## config.mk

```make
export PLATFORM = sky130hd
export DESIGN_NAME = lsu_handshake
export DESIGN_NICKNAME = d
export VERILOG_FILES = /design/src/rtl/lsu_handshake.sv
export SDC_FILE = /design/constraint.sdc
export NUM_CORES = 1
export LEC_CHECK = 0
export CAP_MARGIN = 10
export CELL_PAD_IN_SITES_DETAIL_PLACEMENT = 0
export CELL_PAD_IN_SITES_GLOBAL_PLACEMENT = 2
export CORE_MARGIN = 5
export CORE_UTILIZATION = 23
export CTS_BUF_LIST = sky130_fd_sc_hd__clkbuf_2 sky130_fd_sc_hd__clkbuf_4 sky130_fd_sc_hd__clkbuf_8
export DETAILED_ROUTE_END_ITERATION = 10
export PLACE_DENSITY = 0.83
export SYNTH_ARGS = -nofsm -noshare
export SYNTH_HDL_FRONTEND = slang
export SYNTH_SLANG_ARGS = --single-unit
```

## constraint.sdc

```tcl
create_clock -name clk -period 2.6 [get_ports clk]
set_input_delay 0.52 -clock clk [delete_from_list [all_inputs] [get_ports clk]]
set_output_delay 0.52 -clock clk [all_outputs]
set_load 0.03 [all_outputs]
```

## src/rtl/lsu_handshake.sv

```systemverilog
// rtl/lsu_handshake.sv - multi-cycle load/store unit with req/gnt/rvalid memory port
module lsu_handshake #(
    parameter int AW = 32,
    parameter int DW = 32
) (
    input  logic          clk,
    input  logic          reset,
    input  logic          op_valid,
    input  logic          op_store,
    input  logic [2:0]    load_code,
    input  logic [1:0]    store_code,
    input  logic [AW-1:0] addr,
    input  logic [DW-1:0] wdata,
    output logic          stall,
    output logic          done,
    output logic [DW-1:0] rdata,
    output logic          misaligned,
    output logic          illegal,
    output logic          mem_req,
    output logic          mem_we,
    output logic [AW-1:0] mem_addr,
    output logic [3:0]    mem_be,
    output logic [DW-1:0] mem_wdata,
    input  logic          mem_gnt,
    input  logic          mem_rvalid,
    input  logic [DW-1:0] mem_rdata
);

    typedef enum logic [1:0] {IDLE, REQ, WAIT, RESP} state_t;

    state_t        state;
    logic          store_q;
    logic [2:0]    code_q;
    logic [1:0]    off_q;

    logic          code_bad;
    logic          addr_bad;
    logic [1:0]    size;       // 0 byte, 1 half, 2 word
    logic [3:0]    be_next;
    logic [DW-1:0] wdata_next;
    logic [7:0]    byte_lane;
    logic [15:0]   half_lane;
    logic [DW-1:0] load_ext;

    // The core keeps asking until the completion pulse comes back
    assign stall = op_valid & ~done;

    // Decode the incoming op: legality, alignment, lane enables and replicated store data
    always_comb begin
        code_bad   = 1'b0;
        size       = 2'd0;
        be_next    = 4'b1111;
        wdata_next = '0;
        if (op_store) begin
            code_bad = (store_code == 2'b11);
            size     = store_code;
        end else begin
            case (load_code)
                3'b000, 3'b011: size = 2'd0;
                3'b001, 3'b100: size = 2'd1;
                3'b010:         size = 2'd2;
                default:        code_bad = 1'b1;
            endcase
        end
        addr_bad = ((size == 2'd1) && addr[0]) || ((size == 2'd2) && (addr[1:0] != 2'b00));
        if (op_store) begin
            case (size)
                2'd0: begin
                    be_next    = 4'b0001 << addr[1:0];
                    wdata_next = {4{wdata[7:0]}};
                end
                2'd1: begin
                    be_next    = addr[1] ? 4'b1100 : 4'b0011;
                    wdata_next = {2{wdata[15:0]}};
                end
                default: begin
                    be_next    = 4'b1111;
                    wdata_next = wdata;
                end
            endcase
        end
    end

    // Pick the addressed lane out of the raw read word and extend it
    always_comb begin
        byte_lane = mem_rdata[{off_q, 3'b000} +: 8];
        half_lane = mem_rdata[{off_q[1], 4'b0000} +: 16];
        case (code_q)
            3'b000:  load_ext = {{24{byte_lane[7]}}, byte_lane};
            3'b001:  load_ext = {{16{half_lane[15]}}, half_lane};
            3'b010:  load_ext = mem_rdata;
            3'b011:  load_ext = {24'b0, byte_lane};
            3'b100:  load_ext = {16'b0, half_lane};
            default: load_ext = '0;
        endcase
    end

    // Access sequencer: accept, request until granted, wait for response, pulse done
    always_ff @(posedge clk) begin
        if (!reset) begin
            state      <= IDLE;
            store_q    <= 1'b0;
            code_q     <= 3'b000;
            off_q      <= 2'b00;
            done       <= 1'b0;
            rdata      <= '0;
            misaligned <= 1'b0;
            illegal    <= 1'b0;
            mem_req    <= 1'b0;
            mem_we     <= 1'b0;
            mem_addr   <= '0;
            mem_be     <= 4'b0000;
            mem_wdata  <= '0;
        end else begin
            case (state)
                IDLE: begin
                    if (op_valid) begin
                        store_q <= op_store;
                        code_q  <= op_store ? {1'b0, store_code} : load_code;
                        off_q   <= addr[1:0];
                        if (code_bad) begin
                            illegal <= 1'b1;
                            done    <= 1'b1;
                            state   <= RESP;
                        end else if (addr_bad) begin
                            misaligned <= 1'b1;
                            done       <= 1'b1;
                            state      <= RESP;
                        end else begin
                            mem_req   <= 1'b1;
                            mem_we    <= op_store;
                            mem_addr  <= {addr[AW-1:2], 2'b00};
                            mem_be    <= be_next;
                            mem_wdata <= wdata_next;
                            state     <= REQ;
                        end
                    end
                end
                REQ: begin
                    if (mem_gnt) begin
                        mem_req   <= 1'b0;
                        mem_we    <= 1'b0;
                        mem_addr  <= '0;
                        mem_be    <= 4'b0000;
                        mem_wdata <= '0;
                        state     <= WAIT;
                    end
                end
                WAIT: begin
                    if (mem_rvalid) begin
                        rdata <= store_q ? '0 : load_ext;
                        done  <= 1'b1;
                        state <= RESP;
                    end
                end
                default: begin
                    done       <= 1'b0;
                    rdata      <= '0;
                    misaligned <= 1'b0;
                    illegal    <= 1'b0;
                    state      <= IDLE;
                end
            endcase
        end
    end

endmodule

```

==> flow_summary_export.csv <==
group,metric,value,unit
status,status,"completed",
synthesis,syn_area,5480,sq um
timing,period_share,0.930,
synthesis,synth_area_per_cell,8.81,sq um
power,power,0.00728,W
synthesis,synth_area_leaders,"dfxtp_1 (41%), nand2_1 (11%), mux2i_1 (9.5%), o32ai_2 (6.2%), a21oi_1 (4.3%)",
cts,clkLatencyLatePin,400,ps
cts,cts_buffers,9,
setup_path,r2r-start,"state[0]$_SDFFE_PN0P_",
drt,routed_wl,19700,um
grt,globalRouteOverflowTotal,0,
synthesis,synth_cell_types,60,
cts,cts_root_buffer,"clkbuf_8",
cts,cts_setup_buffers,0,
grt,grt_pass1_wl,30500,um
place,dpl.hpwl,14600,um
synthesis,async_flop_share,0,
timing,skew,18.3,ps
setup_path,crit_type,"in -> reg",
power,p_sw_frac,0.424,
power,p_seq_frac,0.306,
synthesis,ys_seq_elements,111,
final_layout,fill_cells,2430,
cts,cts_resized,0,
hold_path,min_path_cells,2,
cts,cts_buffer_depth,2,
hold_path,hold_class,"reg -> reg",
power,power-per-cell-area,869,nW/um^2
final_layout,antennaDiodeCount,0,
timing,finalHoldViolCount,0,
hold_path,hp-start,"rdata[29]$_SDFFE_PN0P_",
power,p_clk_frac,0.157,
timing,period_minus_slack,2420,ps
die,initial_core_util,0.233,
power,p_switching,0.00309,W
timing,slew_headroom,0.391,
setup_path,crit_path_end_kind,"register",
setup_path,r2r_cells,8,
place,gp_congestion,0.816,
final_layout,drive_gt1_frac,0.137,
power,p_leak,2.97,nW
setup_path,crit_path_max_fanout,33,
synthesis,ys_warn_count,0,
cts,holdBufCountCts,0,
cts,h-tree-depth,3,
die,design.die.area,27000,sq um
final_layout,mostFrequentLayoutCell,"clkdlybuf4s50_1",
timing,setup_tns,0,ps
power,p_int,0.00419,W
cts,clock_sinks,111,
drt,num_vias,5289,
synthesis,ys.flop_type,"dfxtp_1",
die,coreArea,23500,sq um
setup_path,arrival,2730,ps
setup_path,reg2reg_setup_slack,220,ps
die,die-height,164,um
timing,max_freq,0.414,GHz
synthesis,syn_inst,622,
final_layout,layout.nets,950,
setup_path,required,2920,ps
cts,clk_pin_slew,130,ps
grt,grt_pass1_vias,5290,
cts,cts_tree,"done",
final_layout,syn2layout_area_growth,52.9,%
drt,drt_iter0_markers,266,
synthesis,synth_top_area_frac,0.405,
timing,timing_worst_slew_pin_value,914,ps
die,num_rows,56,
synthesis,synth_edf_count,0,
final_layout,seqCellArea,2220,sq um
final_layout,multiInputGateArea,2940,sq um
place,dp_slack,-239,ps
setup_path,start_kind,"primary input",
drt,vias_per_cell,4.55,
timing,slew_violations,0,
die,io-pin-count,213,
flow_run,maxCapViolCount,0,
drt,drc,0,
drt,antenna_left,0,
drt,avgRoutedWirePerCell,16.9,um
synthesis,yosysTopAreaCell,"dfxtp_1",
final_layout,fin_area,8380,sq um
place,port_buffers,210,
setup_path,rr_endpoint,"rdata[14]$_SDFFE_PN0P_",
place,placed_area,8160,sq um
die,fp.dieW,164,um
drt,drt_pass1_iterations,6,
grt,grt_max_degree,84,
power,p_comb_frac,0.537,
grt,antenna_found_initial,0,
hold_path,holdPathEnd,"rdata[29]$_SDFFE_PN0P_",
synthesis,ys_seq_area_frac,0.405,
final_layout,layout_common_cells,"clkdlybuf4s50_1 (208), nand2_1 (156), dfxtp_1 (111)",
timing,setup_ws,182,ps
grt,grt_use_total,0.144,
timing,setup_viol,0,
power,vdd_drop_max,463,uV
timing,rsz0062_at_grt,"no",
-- state kept, by name (all words and copies together), names as in the netlist, 2 cells and up --
name       count
rdata         32
mem_wdata     32
code_q         3
state          2
mem_be         4
off_q          2
mem_addr      30
-- area by class of cell --
class | count | area share
Tap cell | 319 | 0.0476
Clock inverter | 7 | 0.0113
Inverter | 10 | 0.00448
Multi-Input combinational cell | 450 | 0.351
Clock buffer | 9 | 0.0148
Timing Repair Buffer | 257 | 0.305
Sequential cell | 111 | 0.265
-- power groups by stage --
| stage | Combinational (W) | Sequential [W] | Clock (W) |
|---|---|---|---|
| 2_1_floorplan | 0.00177 | 0.00279 | 0 |
| 3_3_place_gp | 0.00396 | 0.00226 | 0 |
| 3_5_place_dp | 0.00395 | 0.00226 | 0 |
| 4_1_cts | 0.00397 | 0.00223 | 0.00120 |
| 5_1_grt | 0.00421 | 0.00228 | 0.00126 |
| 6_report | 0.00391 | 0.00223 | 0.00114 |
-- Yosys cell counts, types with 2 or more instances --
cell type,count
inv_1,9
o21ai_0,30
a21boi_0,9
nand2b_1,4
or3_1,2
nor2b_1,3
buf_4,4
mux2i_1,52
a31oi_1,3
nor2_1,9
o21ai_1,10
a21oi_1,47
or2_2,2
and2_1,4
xor2_1,2
ha_1,4
o22ai_1,17
a222oi_1,7
xnor2_1,2
mux2_2,9
buf_2,7
buf_6,10
o21bai_1,9
or2_1,2
nand2_1,156
a31o_2,7
nand3_1,3
o31ai_1,2
buf_1,3
dfxtp_1,111
nor3_1,5
clkbuf_1,28
o32ai_2,21
o32ai_1,3
-- worst max-delay path by stage --
stage	from	end	cells after the start
3_3_place_gp	op_store	mem_wdata[9]$_SDFFE_PN0P_	7
4_1_cts	op_store	mem_wdata[8]$_SDFFE_PN0P_	7
2_1_floorplan	state[0]$_SDFFE_PN0P_	rdata[21]$_SDFFE_PN0P_	11
3_5_place_dp	op_store	mem_wdata[10]$_SDFFE_PN0P_	7
5_1_grt	op_store	mem_wdata[9]$_SDFFE_PN0P_	7
6_report	op_store	mem_wdata[9]$_SDFFE_PN0P_	7
-- kinds of logic after synthesis --
kind of cell               synth area share
xor gates and xnor gates            0.00639
buffers and inverters                0.0605
and+or+nand+nor                       0.161
muxes                                 0.118
adders and majority gates           0.00913
AOI/OAI and AO/OA                     0.239
DFF                                   0.405
other                              0.000684
-- worst max-delay path, stage by stage --
cell	delay, ps
clkdlybuf4s50_1	530
or2_2	350
o221ai_1	180
a21oi_1	110
or4_4	560
buf_12	200
o32ai_1	260
-- metal layers --
metal,global-route usage,wire length (um)
met4,0.0457,389
met5,0,0
met2,0.214,8300
met1,0.192,8860
met3,0.0570,2110
-- per-stage QoR --
stage,util,hold slack [ps],cells
finish,0.357,454,1163
CTS,0.357,456,1163
detailed placement,0.348,440,1147
floorplan,-,436,623
global route,0.357,472,1163
global placement,0.348,434,1147
(Power assumes the default switching activity.)
